File: config.mk
export PLATFORM = sky130hd
export DESIGN_NAME = chirp_phase_gen
export DESIGN_NICKNAME = d
export VERILOG_FILES = /design/src/rtl/radar_pkg.sv /design/src/rtl/chirp_phase_accum.sv /design/src/rtl/chirp_phase_gen.sv
export SDC_FILE = /design/constraint.sdc
export NUM_CORES = 1
export LEC_CHECK = 0
export BUFFER_PORTS_ARGS = -buffer_cell sky130_fd_sc_hd__buf_4
export CORE_MARGIN = 2
export CORE_UTILIZATION = 25
export CTS_BUF_LIST = sky130_fd_sc_hd__clkbuf_2 sky130_fd_sc_hd__clkbuf_4 sky130_fd_sc_hd__clkbuf_8
export CTS_CLUSTER_SIZE = 12
export DETAILED_ROUTE_END_ITERATION = 10
export GPL_TIMING_DRIVEN = 1
export PLACE_DENSITY = 0.39
export SLEW_MARGIN = 20
export SYNTH_ARGS = -nofsm -noshare
export SYNTH_HDL_FRONTEND = slang
export SYNTH_SLANG_ARGS = --single-unit
File: constraint.sdc
create_clock -name clk_fmc150 -period 5.4 [get_ports clk_fmc150]
set_input_delay 1.08 -clock clk_fmc150 [delete_from_list [all_inputs] [get_ports clk_fmc150]]
set_output_delay 1.08 -clock clk_fmc150 [all_outputs]
set_load 0.05 [all_outputs]
File: src/rtl/radar_pkg.sv
// Shared definitions for the radar chirp path: FSM encoding, parameter-bus
// field layout and the power-on values of the latched chirp fields.
package radar_pkg;

  localparam int unsigned FIELD_W = 32;
  localparam int unsigned PARAM_W = 128;

  localparam int unsigned COUNTER_MAX_LSB = 0;
  localparam int unsigned TUNING_COEF_LSB = 32;
  localparam int unsigned FREQ_OFFSET_LSB = 64;
  localparam int unsigned RSVD_LSB        = 96;

  localparam logic [FIELD_W-1:0] FREQ_OFFSET_RST = 32'h0000_0600;
  localparam logic [FIELD_W-1:0] TUNING_COEF_RST = 32'h0000_0001;
  localparam logic [FIELD_W-1:0] COUNTER_MAX_RST = 32'h0000_0FFF;

  typedef enum logic [1:0] {
    ST_IDLE = 2'd0,
    ST_LOAD = 2'd1,
    ST_RUN  = 2'd2,
    ST_DONE = 2'd3
  } chirp_state_e;

endpackage

File: src/rtl/chirp_phase_accum.sv
// Quadratic phase accumulator: phase integrates freq, freq integrates the
// latched tuning coefficient; index counts samples against counter_max.
module chirp_phase_accum
  import radar_pkg::*;
#(
  parameter int unsigned W = FIELD_W
) (
  input  logic         clk,
  input  logic         rst_n,
  input  logic         load,
  input  logic         step,
  input  logic [W-1:0] freq_offset,
  input  logic [W-1:0] tuning_coef,
  input  logic [W-1:0] counter_max,
  output logic [W-1:0] phase,
  output logic [W-1:0] index,
  output logic         last_c
);

  logic [W-1:0] freq_q, freq_d;
  logic [W-1:0] phase_q, phase_d;
  logic [W-1:0] index_q, index_d;
  logic [W-1:0] tuning_q, tuning_d;
  logic [W-1:0] cmax_q, cmax_d;

  always_comb begin
    freq_d   = freq_q;
    phase_d  = phase_q;
    index_d  = index_q;
    tuning_d = tuning_q;
    cmax_d   = cmax_q;
    if (load) begin
      freq_d   = freq_offset;
      phase_d  = '0;
      index_d  = '0;
      tuning_d = tuning_coef;
      cmax_d   = counter_max;
    end else if (step) begin
      // all three wrap modulo 2^W by construction
      phase_d = phase_q + freq_q;
      freq_d  = freq_q + tuning_q;
      index_d = index_q + W'(1);
    end
  end

  always_ff @(posedge clk or negedge rst_n) begin
    if (!rst_n) begin
      freq_q   <= '0;
      phase_q  <= '0;
      index_q  <= '0;
      tuning_q <= W'(TUNING_COEF_RST);
      cmax_q   <= W'(COUNTER_MAX_RST);
    end else begin
      freq_q   <= freq_d;
      phase_q  <= phase_d;
      index_q  <= index_d;
      tuning_q <= tuning_d;
      cmax_q   <= cmax_d;
    end
  end

  assign phase  = phase_q;
  assign index  = index_q;
  assign last_c = (index_q == cmax_q);

endmodule

File: src/rtl/chirp_phase_gen.sv
// Linear-FM chirp phase generator: handshake FSM with radar_pulse_controller
// driving a quadratic phase accumulator into the DDS phase input.
module chirp_phase_gen
  import radar_pkg::*;
#(
  parameter int unsigned PHASE_W = FIELD_W
) (
  input  logic               clk_fmc150,
  input  logic               resetn_fmc150,
  input  logic               dac_ready,
  input  logic [PARAM_W-1:0] chirp_parameters_in,
  input  logic               chirp_init,
  input  logic               chirp_enable,
  output logic               chirp_ready,
  output logic               chirp_active,
  output logic               chirp_done,
  output logic               chirp_aborted,
  output logic               dds_phase_tvalid,
  output logic [PHASE_W-1:0] dds_phase_tdata,
  output logic [PHASE_W-1:0] sample_index
);

  chirp_state_e state_q, state_d;
  logic ready_q, ready_d;
  logic active_q, active_d;
  logic done_q, done_d;
  logic aborted_q, aborted_d;
  logic tvalid_q, tvalid_d;
  logic accum_load, accum_step, accum_last;
  logic unused_rsvd;

  assign unused_rsvd = ^chirp_parameters_in[PARAM_W-1:RSVD_LSB];

  chirp_phase_accum #(.W(PHASE_W)) u_accum (
    .clk         (clk_fmc150),
    .rst_n       (resetn_fmc150),
    .load        (accum_load),
    .step        (accum_step),
    .freq_offset (chirp_parameters_in[FREQ_OFFSET_LSB +: PHASE_W]),
    .tuning_coef (chirp_parameters_in[TUNING_COEF_LSB +: PHASE_W]),
    .counter_max (chirp_parameters_in[COUNTER_MAX_LSB +: PHASE_W]),
    .phase       (dds_phase_tdata),
    .index       (sample_index),
    .last_c      (accum_last)
  );

  // Next state; status outputs are derived from the next state so they are
  // registered alongside it.
  always_comb begin
    state_d    = state_q;
    aborted_d  = aborted_q;
    accum_load = 1'b0;
    accum_step = 1'b0;
    case (state_q)
      ST_IDLE: begin
        if (chirp_init && chirp_enable && dac_ready) begin
          state_d   = ST_LOAD;
          aborted_d = 1'b0;
        end
      end
      ST_LOAD: begin
        if (!chirp_enable) begin
          state_d   = ST_DONE;
          aborted_d = 1'b1;
        end else begin
          state_d    = ST_RUN;
          accum_load = 1'b1;
        end
      end
      ST_RUN: begin
        if (!chirp_enable) begin
          state_d   = ST_DONE;
          aborted_d = 1'b1;
        end else if (accum_last) begin
          state_d = ST_DONE;
        end else begin
          accum_step = 1'b1;
        end
      end
      ST_DONE: state_d = ST_IDLE;
      default: state_d = ST_IDLE;
    endcase
    ready_d  = (state_d == ST_IDLE) && dac_ready;
    active_d = (state_d == ST_LOAD) || (state_d == ST_RUN);
    done_d   = (state_d == ST_DONE);
    tvalid_d = (state_d == ST_RUN);
  end

  always_ff @(posedge clk_fmc150 or negedge resetn_fmc150) begin
    if (!resetn_fmc150) begin
      state_q   <= ST_IDLE;
      ready_q   <= 1'b0;
      active_q  <= 1'b0;
      done_q    <= 1'b0;
      aborted_q <= 1'b0;
      tvalid_q  <= 1'b0;
    end else begin
      state_q   <= state_d;
      ready_q   <= ready_d;
      active_q  <= active_d;
      done_q    <= done_d;
      aborted_q <= aborted_d;
      tvalid_q  <= tvalid_d;
    end
  end

  assign chirp_ready      = ready_q;
  assign chirp_active     = active_q;
  assign chirp_done       = done_q;
  assign chirp_aborted    = aborted_q;
  assign dds_phase_tvalid = tvalid_q;

endmodule

==> results.cfg, run 1 <==
[synthesis]
yosys-top-cells-area = dfrtp_1 (38%), nand2_1 (10%), ha_1 (8.7%)
synth_top_area_share_pct = 37.88
synth_top_area_cell = dfrtp_1
synth_warnings = 0
ys_types = 57
synth-edff-count = 0
synth_ff_type = dfrtp_1
syn_avg_cell_area_um2 = 8.808
async_reset_ff_share_pct = 100.0
syn_nets = 1361
yosysSeqAreaShare_pct = 41.24
syn_area_um2 = 10170
synth-seq-cells = 167
syn_inst = 1155

[timing]
hold_viol = 0
setup_tns_ps = 0
skew_ps = 24.93
slew_headroom_pct = 40.32
tightest_slew_ps = 895.2
final.min_clock_period_ps = 3944
rsz0062_at_grt = false
fmax_mhz = 253.6
whs_ps = 467.1
setup_violations = 0
report.final.slew_viol_count = 0
fin_crit_sh_pct = 73.03

[power_and_ir_drop]
power.density_nw_per_um2 = 621.1
p_leak_uw = 0.006065
ir_drop_mv = 0.2338

[min_path]
hp-class = flop to flop

[detailed_routing]
routed_wl_mm = 32.70
vias = 8595
wire_per_inst_um = 17.75
drc_errors = 0
drt_iter0_markers = 409
ant_nets = 0
first_pass_iters = 4
vias_per_cell = 4.666

[cts]
cts.sinks = 167
clockRootBuffer = clkbuf_8
ctsHoldBuffers = 0
cts_setup_buffers = 0
ctsResizeCount = 0
htreeDepth = 4
path_clk_slew_ps = 110
clockBufferDepth = 2
cts_tree = built
cts_buffers = 17
clk_latency_ps = 490

[worst_setup_path]
cp-start-kind = flop
crit_required_ps = 5730
critPathMaxFanout = 4
critPathKind = flop to flop
cp-end-kind = flop
arrival_ps = 4270

[global_routing]
grt_pass1_vias = 8733
overflow = 0
antenna_found_initial = 0
grt_pass1_wl_mm = 50.87
track_usage_pct = 15.77
grt_max_degree = 101

[finish]
nets = 1510
drive_above_1_share_pct = 17.62
diodes = 0
area_growth_syn_to_layout_pct = 22.44

[floorplan]
rows = 73
dieWidth_um = 205.7
core_area_um2 = 39910
pin_count = 202
die_y_um = 205.7
die_area_um2 = 42320
start_util_pct = 25.49

[status]
status = completed

[placement]
io_buffers = 169
gp_congestion = 0.7820
hpwl_mm = 23.92

[flow_run]
timing.max_cap.violations = 0
## power breakdown
part,total [uW],switching (uW),leakage (uW),internal [uW]
registers,2160,428,0.00209,1730
clock network,983,504,0.000196,479
logic,4590,2730,0.00378,1860
total,7740,3660,0.00606,4080
## registers in the layout, indices dropped and copies added, names as in the netlist
signal,count
state_q,2
u_accum.cmax_q,32
chirp_ready,1
chirp_aborted,1
u_accum.tuning_q,32
u_accum.freq_q,32
u_accum.index,32
dds_phase_tvalid,1
chirp_active,1
u_accum.phase,32
chirp_done,1
## cell usage in the layout (no fill, tap or decap), drive strengths merged, types with 11 or more instances in the layout
| master | synthesis | layout |
|---|---|---|
| nor2 | 76 | 76 |
| nor4 | 12 | 12 |
| xnor2 | 37 | 37 |
| inv | 18 | 19 |
| a211oi | 13 | 13 |
| or3 | 12 | 12 |
| xor2 | 76 | 76 |
| mux2i | 11 | 11 |
| o21ai | 83 | 83 |
| o21bai | 11 | 11 |
| buf | 5 | 176 |
| clkbuf | 41 | 21 |
| a21oi | 59 | 59 |
| nand4 | 14 | 14 |
| dfrtp | 154 | 154 |
| nand2 | 279 | 279 |
| nand3 | 18 | 18 |
| a221o | 11 | 11 |
| a21o | 29 | 29 |
| ha | 71 | 71 |
| dfstp | 13 | 13 |
## cells by family (layout without fill, tap and decap cells)
| group | Yosys count | after routing | share of synthesized area (%) |
|---|---|---|---|
| buf+inv | 65 | 227 | 2.423 |
| fa+ha+maj | 73 | 73 | 9.126 |
| simple gates | 458 | 458 | 19.38 |
| mux | 11 | 11 | 1.082 |
| compound gates | 268 | 268 | 17.02 |
| flops | 167 | 167 | 41.24 |
| xor+xnor | 113 | 113 | 9.728 |
## stage by stage
step                      util [%]  total power (uW)  cells  setup WS (ps)  area (um2)
after detailed placement     30.17              6809   1810           1467       12040
final                        31.21              7737   1842           1456       12460
after global placement       30.09              6792   1809           1502       12010
after floorplan                  -              5538   1155           2089       10170
after global routing         31.21              8499   1842           1071       12460
after CTS                    31.21              7851   1842           1414       12460
## layout make-up
cell class | instances | area [um2]
multi-input combinational | 923 | 5749
inverter | 19 | 71.32
tap | 525 | 656.9
fill | 4265 | 27460
clock inverter | 11 | 150.1
sequential | 167 | 4195
clock buffer | 21 | 264.0
timing repair buffer | 176 | 1370
## final timing paths
| path | from | end | slack (ps) | cells past startpoint |
|---|---|---|---|---|
| min in group asynchronous | resetn_fmc150 | u_accum.phase[0] | 700 | 1 |
| max in group asynchronous | resetn_fmc150 | u_accum.freq_q[25] | 3710 | 2 |
| hold / removal | u_accum.cmax_q[7] | u_accum.cmax_q[7] | 470 | 2 |
| setup reg to reg | u_accum.freq_q[0] | u_accum.freq_q[26] | 1460 | 13 |
| setup / recovery | u_accum.freq_q[0] | u_accum.freq_q[26] | 1460 | 13 |
| hold reg to reg | u_accum.cmax_q[7] | u_accum.cmax_q[7] | 470 | 2 |
## metal layers
metal | part of all wire (%) | GRT usage (%)
met1 | 49 | 21.86
met2 | 46 | 25.52
met3 | 4.1 | 2.978
met4 | 0.87 | 3.212
met5 | 0 | 0
## critical path, stage by stage (launching register included)
cell       delay [ps]
dfrtp_1           420
ha_1              260
fa_1              430
a21o_1            190
a21oi_1           240
o21bai_1          140
a2111oi_2         490
nor3_1            140
o22ai_1           390
nor4_1            210
a31o_2            310
a221oi_1          330
xor2_1            170
o21ai_0            80
## cell usage after synthesis, types with 3 or more instances
master and n:
mux2i_1 11, a22o_1 5, a221o_1 11, nor2_1 75, dfstp_2 13, a21o_1 29
a221oi_1 7, and2_1 5, xnor2_1 37, inv_1 18, nor3_1 8, nor3b_1 4
nor4_1 12, or3_1 12, a211oi_1 13, clkbuf_1 40, nor2b_1 7, o21bai_1 11
ha_1 71, buf_1 4, a21oi_1 59, nand2_1 279, a22oi_1 9, dfrtp_1 154
and3_1 10, o31ai_1 4, xor2_1 76, o21a_1 10, nand3_1 18, nand2b_1 7
o21ai_0 83, o22ai_1 3, o221ai_1 5, nand4_1 13, a211o_1 3
Power figures use the tool's default switching activity.
==> inputs of run 2 (changes only) <==
==> constraint.sdc (replaced) <==
create_clock -name clk_fmc150 -period 3.69 [get_ports clk_fmc150]
set_input_delay 0.738 -clock clk_fmc150 [delete_from_list [all_inputs] [get_ports clk_fmc150]]
set_output_delay 0.738 -clock clk_fmc150 [all_outputs]
set_load 0.05 [all_outputs]
==> run 2 against run 1 <==
  * Count of clock-buffer cells in the layout decreased by 1
  * Die area stayed put
  * Wire length barely moved
  * Sequential power up 47%
  * Combinational power is 53% higher
  * Power increased by 52%
  * Clock skew shrank 7.5 ps
  * Critical path depth grew 1
  * Critical path type unchanged
  * Critical endpoint is now u_accum.freq_q[28]
==> results.cfg, run 2 (synthesis gave the netlist of run 1 again) <==
[finish]
final_common_cell = nand2_1
nets = 1534
diodes = 0
fin_util_pct = 31.93
drive_above_1_share_pct = 19.31
area_growth_syn_to_layout_pct = 25.26
layout_common_cells = nand2_1 (278), buf_4 (194), dfrtp_1 (154)

[timing]
setup_tns_ps = 0
final.min_clock_period_ps = 3503
fin_crit_sh_pct = 94.93
skew_ps = 17.48
report.final.slew_viol_count = 0
hold_viol = 0
rsz0062_at_grt = true
slew_headroom_pct = 31.23
fmax_mhz = 285.5
setup_violations = 0
tightest_slew_ps = 1024

[detailed_routing]
wire_per_inst_um = 17.53
first_pass_iters = 6
routed_wl_mm = 32.72
vias = 8696
vias_per_cell = 4.660
ant_nets = 0
drt_iter0_markers = 491
drc_errors = 0

[cts]
clockBufferDepth = 2
cts_tree = built
cts.sinks = 167
path_clk_slew_ps = 100
clk_latency_ps = 490
cts_setup_buffers = 0
cts_buffers = 17
clockRootBuffer = clkbuf_8
htreeDepth = 4

[worst_setup_path]
cp-start-kind = flop
critPathMaxFanout = 3
critPathBufInv = 1
path_cells = ha_1 > fa_1 > a21o_1 > a21oi_1 > o21bai_1 > a2111oi_4 > nor3_1 > o22ai_1 > buf_4 > o21ba_2 > o21ai_0 > a221oi_1 > xor2_1 > o21ai_0
arrival_ps = 3870
crit_required_ps = 4060
max_stage_delay_ps = 410
cp-end-kind = flop
critPathTopFamily = compound AO/OA/AOI/OAI gates
critPathKind = flop to flop
critPathMostFrequentCell = o21ai_0
cp_slowest_cell = fa_1

[floorplan]
pin_count = 202
core_area_um2 = 39910
dieWidth_um = 205.7
start_util_pct = 25.49
rows = 73
die_area_um2 = 42320
die_y_um = 205.7

[global_routing]
overflow = 0
track_usage_pct = 15.93
grt_pass1_wl_mm = 51.19
grt_max_degree = 79
antenna_found_initial = 0
grt_pass1_vias = 8851

[status]
status = completed

[placement]
hpwl_mm = 24.05
gp_congestion = 0.7827
io_buffers = 169

[power_and_ir_drop]
p_int_uw = 6305
ir_drop_mv = 0.3635
p_sw_share_pct = 46.45
pwr-share-comb_pct = 59.4
pwr-share-seq_pct = 27.0
p_clk_share_pct = 13.6
power.density_nw_per_um2 = 923.9
power.total_uw = 11770
p_leak_uw = 0.006217
power.switching_uw = 5468

[flow_run]
timing.max_cap.violations = 0

[min_path]
hp-class = primary input to asynchronous set/reset pin
## run 2: worst paths after layout
path | startpoint | to | slack (ps) | depth (start not counted)
min reg2reg | u_accum.cmax_q[9] | u_accum.cmax_q[9] | 470 | 2
max in group asynchronous | resetn_fmc150 | u_accum.phase[16] | 2440 | 2
max reg2reg | u_accum.freq_q[0] | u_accum.freq_q[28] | 190 | 14
max | u_accum.freq_q[0] | u_accum.freq_q[28] | 190 | 14
min in group clk_fmc150 | chirp_parameters_in[44] | u_accum.tuning_q[12] | 430 | 3
min | resetn_fmc150 | u_accum.phase[11] | 270 | 1
## run 2: what timing repair did
| item | 4_1_cts | 5_1_grt |
|---|---|---|
| endpoints found under the setup margin | 0 | 6 |
| hold buffers | 0 | 0 |
| gates resized for setup | 0 | 6 |
## run 2: final cells by class
class | instances | area (um2)
Fill cell | 4276 | 27170
Tap cell | 525 | 656.9
Multi-Input combinational cell | 923 | 5779
Clock inverter | 12 | 197.7
Sequential cell | 167 | 4195
Clock buffer | 20 | 275.3
Inverter | 19 | 71.32
Timing Repair Buffer | 200 | 1568
## run 2: per-stage QoR
| step | area, um2 | std cells | setup WS (ps) | hold slack, ps |
|---|---|---|---|---|
| 6_report | 12740 | 1866 | 187.0 | 266.1 |
| 5_1_grt | 12740 | 1866 | -17.37 | 259.6 |
| 4_1_cts | 12710 | 1866 | 66.55 | 236.6 |
| 3_5_place_dp | 12240 | 1834 | 104.9 | 457.1 |
| 3_3_place_gp | 12240 | 1834 | 122.4 | 456.3 |
| 2_1_floorplan | 10170 | 1155 | 379.2 | 441.5 |
## run 2: per-layer routing
layer | part of all wire [%] | track usage [%] | routed length (um) | up-vias
li1 | - | - | - | 4383
met1 | 49 | 21.86 | 15900 | 4118
met2 | 46 | 25.97 | 15140 | 180
met3 | 4.3 | 3.088 | 1421 | 15
met4 | 0.80 | 3.314 | 261 | 0
met5 | 0 | 0 | 0 | -
## run 2: power by group through the flow
stage	Sequential (uW)	Clock [uW]	Combinational, uW
final	3170	1610	7000
after detailed placement	3210	0	6980
after CTS	3180	1680	7020
after global routing	3270	1750	7860
after floorplan	3520	0	4590
after global placement	3200	0	6980
